===== src/rtl/det_log_pkg.sv =====
// Shared constants, types and helpers for the detector event logger.
package det_log_pkg;

  localparam int unsigned DET_TS_W  = 16;
  localparam int unsigned DET_DEPTH = 8;
  localparam int unsigned DET_CNT_W = 16;

  typedef logic [DET_TS_W-1:0] det_ts_t;

  // Level counter must represent 0..depth inclusive.
  function automatic int unsigned det_lvl_w(input int unsigned depth);
    return $clog2(depth) + 1;
  endfunction

endpackage


===== src/rtl/det_sync_fifo.sv =====
// Same-clock show-ahead FIFO with separate level counter and synchronous flush.
module det_sync_fifo
  import det_log_pkg::*;
#(
  parameter int unsigned DW    = DET_TS_W,
  parameter int unsigned DEPTH = DET_DEPTH
) (
  input  logic                        i_clk,
  input  logic                        i_reset,
  input  logic                        i_push,
  input  logic [DW-1:0]               i_data,
  input  logic                        i_pop,
  input  logic                        i_flush,
  output logic                        o_full,
  output logic                        o_empty,
  output logic [det_lvl_w(DEPTH)-1:0] o_level,
  output logic [DW-1:0]               o_head
);

  localparam int unsigned AW = $clog2(DEPTH);
  localparam int unsigned LW = det_lvl_w(DEPTH);

  logic [DW-1:0] r_mem [DEPTH];
  logic [AW-1:0] r_wr_ptr;
  logic [AW-1:0] r_rd_ptr;
  logic [LW-1:0] r_level;
  logic          w_pop_ok;
  logic          w_push_ok;

  assign o_full  = (r_level == LW'(DEPTH));
  assign o_empty = (r_level == '0);
  assign o_level = r_level;

  // Flush wins; a pop frees a slot so a push into a full FIFO still lands.
  assign w_pop_ok  = i_pop && !o_empty && !i_flush;
  assign w_push_ok = i_push && !i_flush && (!o_full || w_pop_ok);

  always_ff @(posedge i_clk or posedge i_reset) begin
    if (i_reset) begin
      r_wr_ptr <= '0;
      r_rd_ptr <= '0;
      r_level  <= '0;
    end else if (i_flush) begin
      r_wr_ptr <= '0;
      r_rd_ptr <= '0;
      r_level  <= '0;
    end else begin
      if (w_push_ok) r_wr_ptr <= r_wr_ptr + AW'(1);
      if (w_pop_ok)  r_rd_ptr <= r_rd_ptr + AW'(1);
      case ({w_push_ok, w_pop_ok})
        2'b10:   r_level <= r_level + LW'(1);
        2'b01:   r_level <= r_level - LW'(1);
        default: r_level <= r_level;
      endcase
    end
  end

  always_ff @(posedge i_clk) begin
    if (w_push_ok) r_mem[r_wr_ptr] <= i_data;
  end

  // Head reads as zero when empty so the output has a defined reset value.
  assign o_head = o_empty ? '0 : r_mem[r_rd_ptr];

endmodule


===== src/rtl/detect_event_logger.sv =====
// Time-stamps detector pulses into a FIFO, with saturating event count and sticky overflow.
module detect_event_logger
  import det_log_pkg::*;
#(
  parameter int unsigned TS_W  = DET_TS_W,
  parameter int unsigned DEPTH = DET_DEPTH,
  parameter int unsigned CNT_W = DET_CNT_W
) (
  input  logic                        i_clk,
  input  logic                        i_reset,
  input  logic                        i_detected,
  input  logic                        i_pop,
  input  logic                        i_clear,
  output logic                        o_evt_valid,
  output logic [TS_W-1:0]             o_evt_ts,
  output logic [CNT_W-1:0]            o_evt_count,
  output logic [det_lvl_w(DEPTH)-1:0] o_fifo_level,
  output logic                        o_overflow
);

  logic [TS_W-1:0]  r_ts_ctr;
  logic [CNT_W-1:0] r_evt_count;
  logic             r_overflow;
  logic             w_full;
  logic             w_empty;
  logic             w_drop;

  det_sync_fifo #(
    .DW    (TS_W),
    .DEPTH (DEPTH)
  ) u_fifo (
    .i_clk   (i_clk),
    .i_reset (i_reset),
    .i_push  (i_detected),
    .i_data  (r_ts_ctr),
    .i_pop   (i_pop),
    .i_flush (i_clear),
    .o_full  (w_full),
    .o_empty (w_empty),
    .o_level (o_fifo_level),
    .o_head  (o_evt_ts)
  );

  // A full FIFO always has a valid head, so any pop makes room for the push.
  assign w_drop = i_detected && !i_clear && w_full && !i_pop;

  always_ff @(posedge i_clk or posedge i_reset) begin
    if (i_reset) begin
      r_ts_ctr    <= '0;
      r_evt_count <= '0;
      r_overflow  <= 1'b0;
    end else begin
      r_ts_ctr <= r_ts_ctr + TS_W'(1);
      if (i_clear) begin
        r_evt_count <= '0;
        r_overflow  <= 1'b0;
      end else begin
        if (i_detected && (r_evt_count != '1)) r_evt_count <= r_evt_count + CNT_W'(1);
        if (w_drop) r_overflow <= 1'b1;
      end
    end
  end

  assign o_evt_valid = !w_empty;
  assign o_evt_count = r_evt_count;
  assign o_overflow  = r_overflow;

endmodule

===== config.mk =====
export PLATFORM = sky130hd
export DESIGN_NAME = detect_event_logger
export DESIGN_NICKNAME = d
export VERILOG_FILES = /design/src/rtl/det_log_pkg.sv /design/src/rtl/det_sync_fifo.sv /design/src/rtl/detect_event_logger.sv
export SDC_FILE = /design/constraint.sdc
export NUM_CORES = 1
export LEC_CHECK = 0
export BUFFER_PORTS_ARGS = -buffer_cell sky130_fd_sc_hd__buf_2
export CORE_ASPECT_RATIO = 1.1
export CORE_UTILIZATION = 40
export CTS_BUF_LIST = sky130_fd_sc_hd__clkbuf_4
export DETAILED_ROUTE_END_ITERATION = 6
export HOLD_SLACK_MARGIN = 0.1
export PLACE_DENSITY_LB_ADDON = 0.05
export SLEW_MARGIN = 20
export SYNTH_ARGS = -nofsm -noshare
export SYNTH_HDL_FRONTEND = slang
export SYNTH_SLANG_ARGS = --single-unit

===== constraint.sdc =====
create_clock -name i_clk -period 9.6 [get_ports i_clk]
set_clock_uncertainty 0.1 [all_clocks]
set_input_delay 1.92 -clock i_clk [delete_from_list [all_inputs] [get_ports i_clk]]
set_output_delay 1.92 -clock i_clk [all_outputs]
set_load 0.03 [all_outputs]

==> flow_metrics.tcl, run 1 <==
set metrics [dict create \
    outcome "complete, no violations" \
    finalSetupTns_ns 0 \
    synth_most_common_cell "edfxtp_1" \
    timing.fmax_mhz 213 \
    nNetsFinal 503 \
    grt_max_degree 44 \
    synth_seq_cells 171 \
    clkLatencyLatePin_ns 0.55 \
    topRoutingLayerUsed "met4" \
    synth_cells 437 \
    drv_slew 0 \
    power.total_mw 1.75 \
    rows 50 \
    gp_congestion 0.780 \
    fill_cells 1548 \
    max_stage_delay_ns 0.57 \
    cts_setup_buffers 0 \
    yosysWarnings 0 \
    cts-root-buf "clkbuf_4" \
    ys_types 46 \
    synth_area_sq_mm 0.00713 \
    cts_buffer_depth 2 \
    power.leakage_nw 2.85 \
    peakVddDrop_v 0.000161 \
    synthArstFlopShare_pct 25.1 \
    hold_viol 0 \
    critPathCaptureType "primary output" \
    p_per_area_mw_per_mm2 219 \
    worstMarginPinSlew_ns 0.837 \
    dieArea_sq_mm 0.0184 \
    die_h_microns 142 \
    start_util_pct 41.4 \
    synthTopCellsByCount "128 x edfxtp_1, 50 x nor2_1, 43 x dfrtp_1" \
    synthTopCellsByArea "edfxtp_1 54%, dfrtp_1 15%, mux4_2 10%" \
    core-area_sq_mm 0.0172 \
    avgRoutedWirePerCell_microns 19.9 \
    finalCritPeriodShare_pct 48.9 \
    cp_max_fo 26 \
    critPathLaunchType "flip-flop" \
    portBuffers 42 \
    rsz0062_at_grt "no" \
    chipWidth_microns 129 \
    drt-initial-drc-count 212 \
    wl_met1_microns 6510 \
    synth.avg_cell_area_sq_um 16.3 \
    grt_pass1_vias 3934 \
    layout_setup_ws_ns 4.91 \
    yosysTopAreaCell "edfxtp_1" \
    synthFlopType "edfxtp_1" \
    antenna_found_initial 1 \
    met2WireLength_microns 7520 \
    vias 3822 \
    critPathArrivalTime_ns 2.67 \
    min_period_ns 4.69 \
    cts_hold_buf 0 \
    drive_gt1_share_pct 25.9 \
    grt_pass1_wl_microns 22900 \
    crit_type "flip-flop to primary output" \
    synth_top_area_share_pct 53.9 \
    maxSlewHeadroom_pct 44.1 \
    path_cells "buf_4 -> mux4_2 -> mux2i_1 -> nor2_1 -> buf_2" \
    yosysSeqAreaShare_pct 69.0 \
    cts-buffers-inserted 17 \
    finalSetupViolations 0 \
    track_usage_pct 17.5 \
    drtAntennaViolNets 0 \
    crit_buf_inv 2 \
    r2r_slack_ns 6.79 \
    synth_nets 448 \
    critPathSlowestCell "dfrtp_2" \
    drc 0 \
    hold_path.class "flip-flop to flip-flop" \
    cts_resized 0 \
    gr-total-overflow 0 \
    met3_length_microns 526 \
    path_clk_slew_ns 0.12 \
    h-tree-depth 4 \
    place_ws_ns 5.28 \
    drtPass1Iterations 4 \
    cts_tree "built" \
    viasPerCell 5.16 \
    cap_violations 0 \
    crit_family "multiplexers" \
    dp_hpwl_microns 8870 \
    finalWirelength_microns 14700 \
    syn_to_final_growth_pct 12.1 \
    numClockSinks 171 \
    synth_edf_count 128 \
    io_pins 43 \
    required_ns 7.58 \
]
routing by layer:
layer | vias up | GRT usage [%]
li1 | 1792 | -
met1 | 1945 | 22.5
met2 | 75 | 29.4
met3 | 10 | 3.95
met4 | 0 | 5.76
met5 | - | 0
cells in the final DEF (no fill, tap or decap), types with 2 or more instances in the layout:
cell,synthesis,layout
nand4_1,7,7
nand2b_1,5,5
nor2b_1,7,7
nor3_2,0,2
clkinv_2,0,3
mux2_2,6,6
nand2_1,10,10
clkinv_1,0,5
dfrtp_1,43,42
a211oi_1,2,2
buf_2,7,42
edfxtp_1,128,128
xor2_1,14,14
or3_1,3,3
and3_1,3,3
nor3_1,9,7
o31ai_1,4,4
mux4_2,32,32
bufinv_16,0,5
mux2i_1,20,20
xnor2_1,8,8
nor2_1,50,50
clkbuf_4,0,20
inv_1,8,7
ha_1,6,6
and4_1,2,2
or3b_2,3,3
or4_1,3,3
buf_4,0,12
nand3_1,13,13
o21ai_0,5,5
a21oi_1,11,11
worst paths after layout:
check,endpoint,startpoint,cells past startpoint
worst max-delay path,o_evt_ts[9],u_fifo.r_rd_ptr[0]$_DFFE_PP0P_,5
worst min-delay path,o_overflow$_DFFE_PP0P_,o_overflow$_DFFE_PP0P_,2
worst max register to register,u_fifo.r_mem[3][4]$_DFFE_PP_,u_fifo.o_level[1]$_DFFE_PP0P_,5
worst min register to register,o_overflow$_DFFE_PP0P_,o_overflow$_DFFE_PP0P_,2
max in group asynchronous,u_fifo.r_rd_ptr[0]$_DFFE_PP0P_,i_reset,2
min in group asynchronous,r_ts_ctr[7]$_DFF_PP0_,i_reset,2
power breakdown:
group | leakage [nW] | internal [mW] | switching [mW]
clock | 0.178 | 0.237 | 0.234
sequential | 1.72 | 0.805 | 0.0312
combinational | 0.952 | 0.179 | 0.266
total | 2.85 | 1.22 | 0.531
registers in the layout (all words and copies together), names as in the netlist:
name and cells:
u_fifo.o_level 4, u_fifo.r_wr_ptr 3, o_overflow 1, u_fifo.r_mem 128, o_evt_count 16, r_ts_ctr 16, u_fifo.r_rd_ptr 3
stage by stage:
step                      utilization (%)  std cells  cell area [sq um]  hold slack, ns
final                                46.4        740               7990           0.411
after global routing                 46.4        740               7990           0.462
after CTS                            46.4        739               7990           0.421
after detailed placement             44.5        707               7660           0.388
after global placement               44.5        707               7660           0.383
after floorplan                         -        437               7130           0.431
kinds of logic after synthesis:
group                    share of synthesized area (%)
AO/OA/AOI/OAI                                     2.65
multiplexers                                      14.0
flip-flops                                        69.0
XOR/XNOR                                          2.70
AND/OR/NAND/NOR                                   9.02
adder cells (fa/ha/maj)                           1.05
buffers and inverters                             1.56
final cells by class:
type	count	area, sq um	share of cell area, %
repair buffers	54	300	3.76
multi-input cells	239	2110	26.4
clock buffers	20	150	1.88
well taps	234	293	3.66
inverters	9	35.0	0.438
flip-flops and latches	171	4920	61.6
clock inverters	12	179	2.24
diodes	1	2.50	0.0313
worst reg2reg max path, cell delays in order (launching register included):
cell     delay [ns]
dfrtp_1        0.55
or3_1          0.23
o21ai_0        0.21
or3b_2         0.55
nor2_1         0.53
buf_4          0.34
(Power assumes the default switching activity.)
==> inputs of run 2 (changes only) <==
==> constraint.sdc (replaced) <==
create_clock -name i_clk -period 4.8 [get_ports i_clk]
set_clock_uncertainty 0.1 [all_clocks]
set_input_delay 0.96 -clock i_clk [delete_from_list [all_inputs] [get_ports i_clk]]
set_output_delay 0.96 -clock i_clk [all_outputs]
set_load 0.03 [all_outputs]
==> run 2 against run 1 <==
Compared with the run above:
- via count up 1.4%
- total power up 93%
- combinational power up 99%
- critical path depth unchanged
- clock power up 71%
- final cell count up 0.27%
- clock-buffer cell count unchanged
- wire length up 2.1%
- worst setup slack worse by 3.8 ns
- critical path type unchanged
==> flow_metrics.tcl, run 2 (synthesis gave the netlist of run 1 again) <==
set metrics [dict create \
    outcome "complete, no violations" \
    multi_input_area_sq_mm 0.00211 \
    rr_worst_depth 5 \
    viasPerCell 5.22 \
    fill_cells 1555 \
    critPathArrivalTime_ns 2.62 \
    min_period_ns 3.68 \
    cap_violations 0 \
    chipWidth_microns 129 \
    worstMarginPinSlew_ns 0.937 \
    cts-root-buf "clkbuf_4" \
    crit_type "flip-flop to primary output" \
    place_ws_ns 1.46 \
    finalSetupViolations 0 \
    power.total_mw 3.38 \
    path_clk_slew_ns 0.14 \
    required_ns 3.74 \
    timing.fmax_mhz 272 \
    track_usage_pct 17.9 \
    grt_pass1_wl_microns 23500 \
    dp.cells 709 \
    critPathLaunchType "flip-flop" \
    clkLatencyLatePin_ns 0.55 \
    r2r-end "u_fifo.r_mem[7][9]$_DFFE_PP_" \
    max_stage_delay_ns 0.98 \
    drtAntennaViolNets 0 \
    h-tree-depth 4 \
    vias 3876 \
    largest_reg_flops 128 \
    finalSetupTns_ns 0 \
    drtPass1Iterations 4 \
    final_common_cell "edfxtp_1" \
    r2r_slack_ns 1.97 \
    path_cells "buf_4 -> mux4_2 -> mux2i_1 -> nor2_1 -> buf_2" \
    peakVddDrop_v 0.000591 \
    portBuffers 42 \
    rows 50 \
    grt_max_degree 44 \
    io_pins 43 \
    dpl_cell_area_sq_mm 0.00767 \
    critPathCaptureType "primary output" \
    die_h_microns 142 \
    maxSlewHeadroom_pct 37.5 \
    antenna_found_initial 1 \
    drv_slew 0 \
    critPathSlowestCell "dfrtp_1" \
    crit_buf_inv 2 \
    p_per_area_mw_per_mm2 425 \
    drive_gt1_share_pct 26.6 \
    finalNonFillerCells 742 \
    worstReg2RegStart "u_fifo.o_level[1]$_DFFE_PP0P_" \
    power.leakage_nw 2.82 \
    rsz0062_at_grt "no" \
    avgRoutedWirePerCell_microns 20.2 \
    drt-initial-drc-count 281 \
    cts_buffer_depth 2 \
    hold_path.class "primary input to async pin" \
    start_util_pct 41.4 \
    fin_area_sq_mm 0.00795 \
    dp_hpwl_microns 9260 \
    cts_tree "built" \
    gr-total-overflow 0 \
    cts_resized 0 \
    dieArea_sq_mm 0.0184 \
    nNetsFinal 505 \
    layout_setup_ws_ns 1.12 \
    numClockSinks 171 \
    syn_to_final_growth_pct 11.5 \
    core-area_sq_mm 0.0172 \
    finalWirelength_microns 15000 \
    grt_pass1_vias 3990 \
    cts_hold_buf 0 \
    finalCritPeriodShare_pct 76.6 \
    cp_max_fo 17 \
    layout.area.seq_sq_mm 0.00492 \
    layout_common_cells "128 x edfxtp_1, 50 x nor2_1, 42 x buf_2, 42 x dfrtp_1, 32 x mux4_2" \
    gp_congestion 0.783 \
    drc 0 \
    top_register "u_fifo.r_mem" \
    crit_family "flip-flops" \
    hold_viol 0 \
    cts-buffers-inserted 17 \
    cts_setup_buffers 0 \
]
==> run 2: changes by cell type in the layout (fill, tap and decap cells not counted) <==
| cell | delta |
|---|---|
| clkinv_4 | +3 |
| clkinvlp_4 | +3 |
| clkinv_1 | -2 |
| buf_4 | +2 |
| bufinv_16 | -3 |
| clkinv_2 | -1 |
==> run 2: layer usage <==
layer  vias to the layer above  track usage (%)  wire length, microns
li1                       1795                -                     -
met1                      2002             23.5                  6920
met2                        69             29.6                  7570
met3                        10             3.98                   397
met4                         0             5.76                   121
met5                         -                0                     0
==> run 2: how the worst max path moves through the flow <==
stage / startpoint / endpoint / slack (ns) / cells past startpoint
after floorplan: i_detected / u_fifo.r_mem[1][0]$_DFFE_PP_ / 1.34 / 4
after global placement: i_clear / u_fifo.o_level[3]$_DFFE_PP0P_ / 1.59 / 9
after detailed placement: i_pop / u_fifo.r_mem[7][10]$_DFFE_PP_ / 1.46 / 6
after CTS: u_fifo.r_rd_ptr[1]$_DFFE_PP0P_ / o_evt_ts[0] / 0.99 / 5
after global routing: u_fifo.r_rd_ptr[1]$_DFFE_PP0P_ / o_evt_ts[0] / 0.91 / 5
final: u_fifo.r_rd_ptr[1]$_DFFE_PP0P_ / o_evt_ts[0] / 1.12 / 5
==> run 2: area by class of cell <==
type                            count  share of cell area [%]
Clock buffer                       20                    1.89
Sequential cell                   171                    61.9
Multi-Input combinational cell    239                    26.5
Timing Repair Buffer               56                    3.97
Antenna cell                        1                  0.0315
Tap cell                          234                    3.68
Inverter                            9                   0.441
Clock inverter                     12                    1.57
==> run 2: worst register-to-register path, delay by kind of cell (launching register included) <==
kind | cells | cell delay (ns)
buffers and inverters | 1 | 0.35
and+or+nand+nor | 3 | 1.29
DFF | 1 | 0.57
AOI/OAI and AO/OA | 1 | 0.22
==> run 2: metrics by stage <==
stage                     hold slack [ns]  utilization (%)
after global routing                0.429             46.2
after CTS                           0.430             46.2
after floorplan                     0.431                -
final                               0.427             46.2
after global placement              0.382             44.6
after detailed placement            0.390             44.6
==> run 2: power breakdown <==
group	internal [mW]	switching, mW	leakage (nW)
clock network	0.322	0.482	0.142
logic	0.366	0.521	0.962
registers	1.61	0.0777	1.72
==> inputs of run 3 (changes only) <==
==> constraint.sdc (replaced) <==
create_clock -name i_clk -period 3.68 [get_ports i_clk]
set_clock_uncertainty 0.1 [all_clocks]
set_input_delay 0.736 -clock i_clk [delete_from_list [all_inputs] [get_ports i_clk]]
set_output_delay 0.736 -clock i_clk [all_outputs]
set_load 0.03 [all_outputs]
==> run 3 against run 2 <==
Compared with the run above:
- clock-buffer cell count is 3 lower
- wire length is 4.1% lower
- clock power is 27% higher
- worst hold slack worse by 0.046 ns
- die area stayed put
- register-to-register slack worse by 0.77 ns
- global-route usage is 0.82 points lower
- first-iteration DRC count is 38% lower
==> flow_metrics.tcl, run 3 (synthesis gave the netlist of run 1 again) <==
set metrics [dict create \
    rsz0062_at_grt "no" \
    path_clk_slew_ns 0.14 \
    dieArea_sq_mm 0.0184 \
    track_usage_pct 17.1 \
    worstReg2RegStart "u_fifo.o_level[0]$_DFFE_PP0P_" \
    cts_setup_buffers 0 \
    p_per_area_mw_per_mm2 550 \
    drtPass1Iterations 5 \
    chipWidth_microns 129 \
    critPathSlowestCell "dfrtp_2" \
    critPathLaunchType "flip-flop" \
    die_h_microns 142 \
    cap_violations 0 \
    finalWirelength_microns 14400 \
    layout_setup_ws_ns 0.465 \
    finalCritPeriodShare_pct 87.4 \
    viasPerCell 5.24 \
    dpl_cell_area_sq_mm 0.00770 \
    antenna_found_initial 1 \
    h-tree-depth 4 \
    syn_to_final_growth_pct 11.9 \
    layout_common_cells "128 x edfxtp_1, 50 x nor2_1, 42 x buf_2, 42 x dfrtp_1, 32 x mux4_2" \
    peakVddDrop_v 0.000386 \
    drive_gt1_share_pct 27.1 \
    hold_start "i_pop" \
    pwr-share-seq_pct 49.8 \
    avgRoutedWirePerCell_microns 19.3 \
    worstMarginPinSlew_ns 0.836 \
    hold_viol 0 \
    drv_slew 0 \
    cts-buffers-inserted 17 \
    top_register "u_fifo.r_mem" \
    place_ws_ns 0.940 \
    critPathArrivalTime_ns 2.38 \
    hold_path.class "primary input to flip-flop" \
    p_comb_share_pct 27.0 \
    critPathCaptureType "primary output" \
    rows 50 \
    required_ns 2.84 \
    grt_pass1_wl_microns 22600 \
    finalSetupTns_ns 0 \
    path_cells "buf_12 -> mux4_2 -> mux2i_1 -> nor2_1 -> buf_2" \
    min_period_ns 3.21 \
    p_sw_share_pct 33.1 \
    cts-root-buf "clkbuf_4" \
    dp_hpwl_microns 8680 \
    power.total_mw 4.39 \
    fin_area_sq_mm 0.00798 \
    io_pins 43 \
    grt_max_degree 40 \
    core-area_sq_mm 0.0172 \
    power.leakage_nw 2.84 \
    cp_max_fo 26 \
    grt_pass1_vias 4102 \
    outcome "complete, no violations" \
    vias 3901 \
    clkLatencyLatePin_ns 0.56 \
    crit_type "flip-flop to primary output" \
    cts_buffer_depth 2 \
    finalSetupViolations 0 \
    drt-initial-drc-count 175 \
    final_common_cell "edfxtp_1" \
    gr-total-overflow 0 \
    finalNonFillerCells 744 \
    drc 0 \
    crit_buf_inv 2 \
    clkPwrFrac_pct 23.2 \
    max_stage_delay_ns 0.58 \
    drtAntennaViolNets 0 \
    internal_power_mw 2.94 \
    numClockSinks 171 \
    holdWs_ns 0.381 \
    r2r_slack_ns 1.20 \
    start_util_pct 41.4 \
    largest_reg_flops 128 \
    dp.cells 710 \
    p_switching_mw 1.45 \
    crit_family "multiplexers" \
    startpoint "u_fifo.r_rd_ptr[0]$_DFFE_PP0P_" \
    timing.fmax_mhz 311 \
    maxSlewHeadroom_pct 44.3 \
    cts_tree "built" \
    gp_congestion 0.796 \
    postLayoutCoreUtil_pct 46.4 \
    nNetsFinal 507 \
    portBuffers 42 \
]
-- run 3: worst min-delay path, stage by stage --
cell and delay (ns):
buf_2 0.14, nand3_1 0.09, a21oi_1 0.05
-- run 3: timing repair --
item                      in CTS  in global routing
resized for setup              0                  0
hold endpoints to repair       8                  0
hold buffers                   1                  0
-- run 3: power groups by stage --
stage	combinational [mW]	clock [mW]	sequential (mW)
floorplan	0.900	0	2.21
global placement	1.21	0	2.23
detailed placement	1.21	0	2.23
CTS	1.21	1.06	2.19
global route	1.28	1.13	2.20
finish	1.18	1.02	2.18
-- run 3: final cells by class --
class	instances	area, sq um
diodes	1	2.50
multi-input cells	239	2110
clock inverters	15	135
clock buffers	17	128
well taps	234	293
fillers	1521	9220
repair buffers	58	358
inverters	9	33.8
flip-flops and latches	171	4920
-- run 3: per-layer routing --
| metal | wire [microns] | up-vias | track usage [%] |
|---|---|---|---|
| met5 | 0 | - | 0 |
| met4 | 224 | 0 | 6.50 |
| met2 | 7240 | 77 | 28.7 |
| met1 | 6540 | 2002 | 21.5 |
| met3 | 391 | 21 | 3.98 |
| li1 | - | 1801 | - |
-- run 3: path summary, 6_finish.rpt --
check | to | cells after the start
max in group asynchronous | r_ts_ctr[5]$_DFF_PP0_ | 4
max reg2reg | u_fifo.o_level[3]$_DFFE_PP0P_ | 9
min in group asynchronous | o_evt_count[13]$_DFFE_PP0P_ | 3
min reg2reg | o_overflow$_DFFE_PP0P_ | 2
max | o_evt_ts[2] | 5
min | u_fifo.r_rd_ptr[1]$_DFFE_PP0P_ | 3
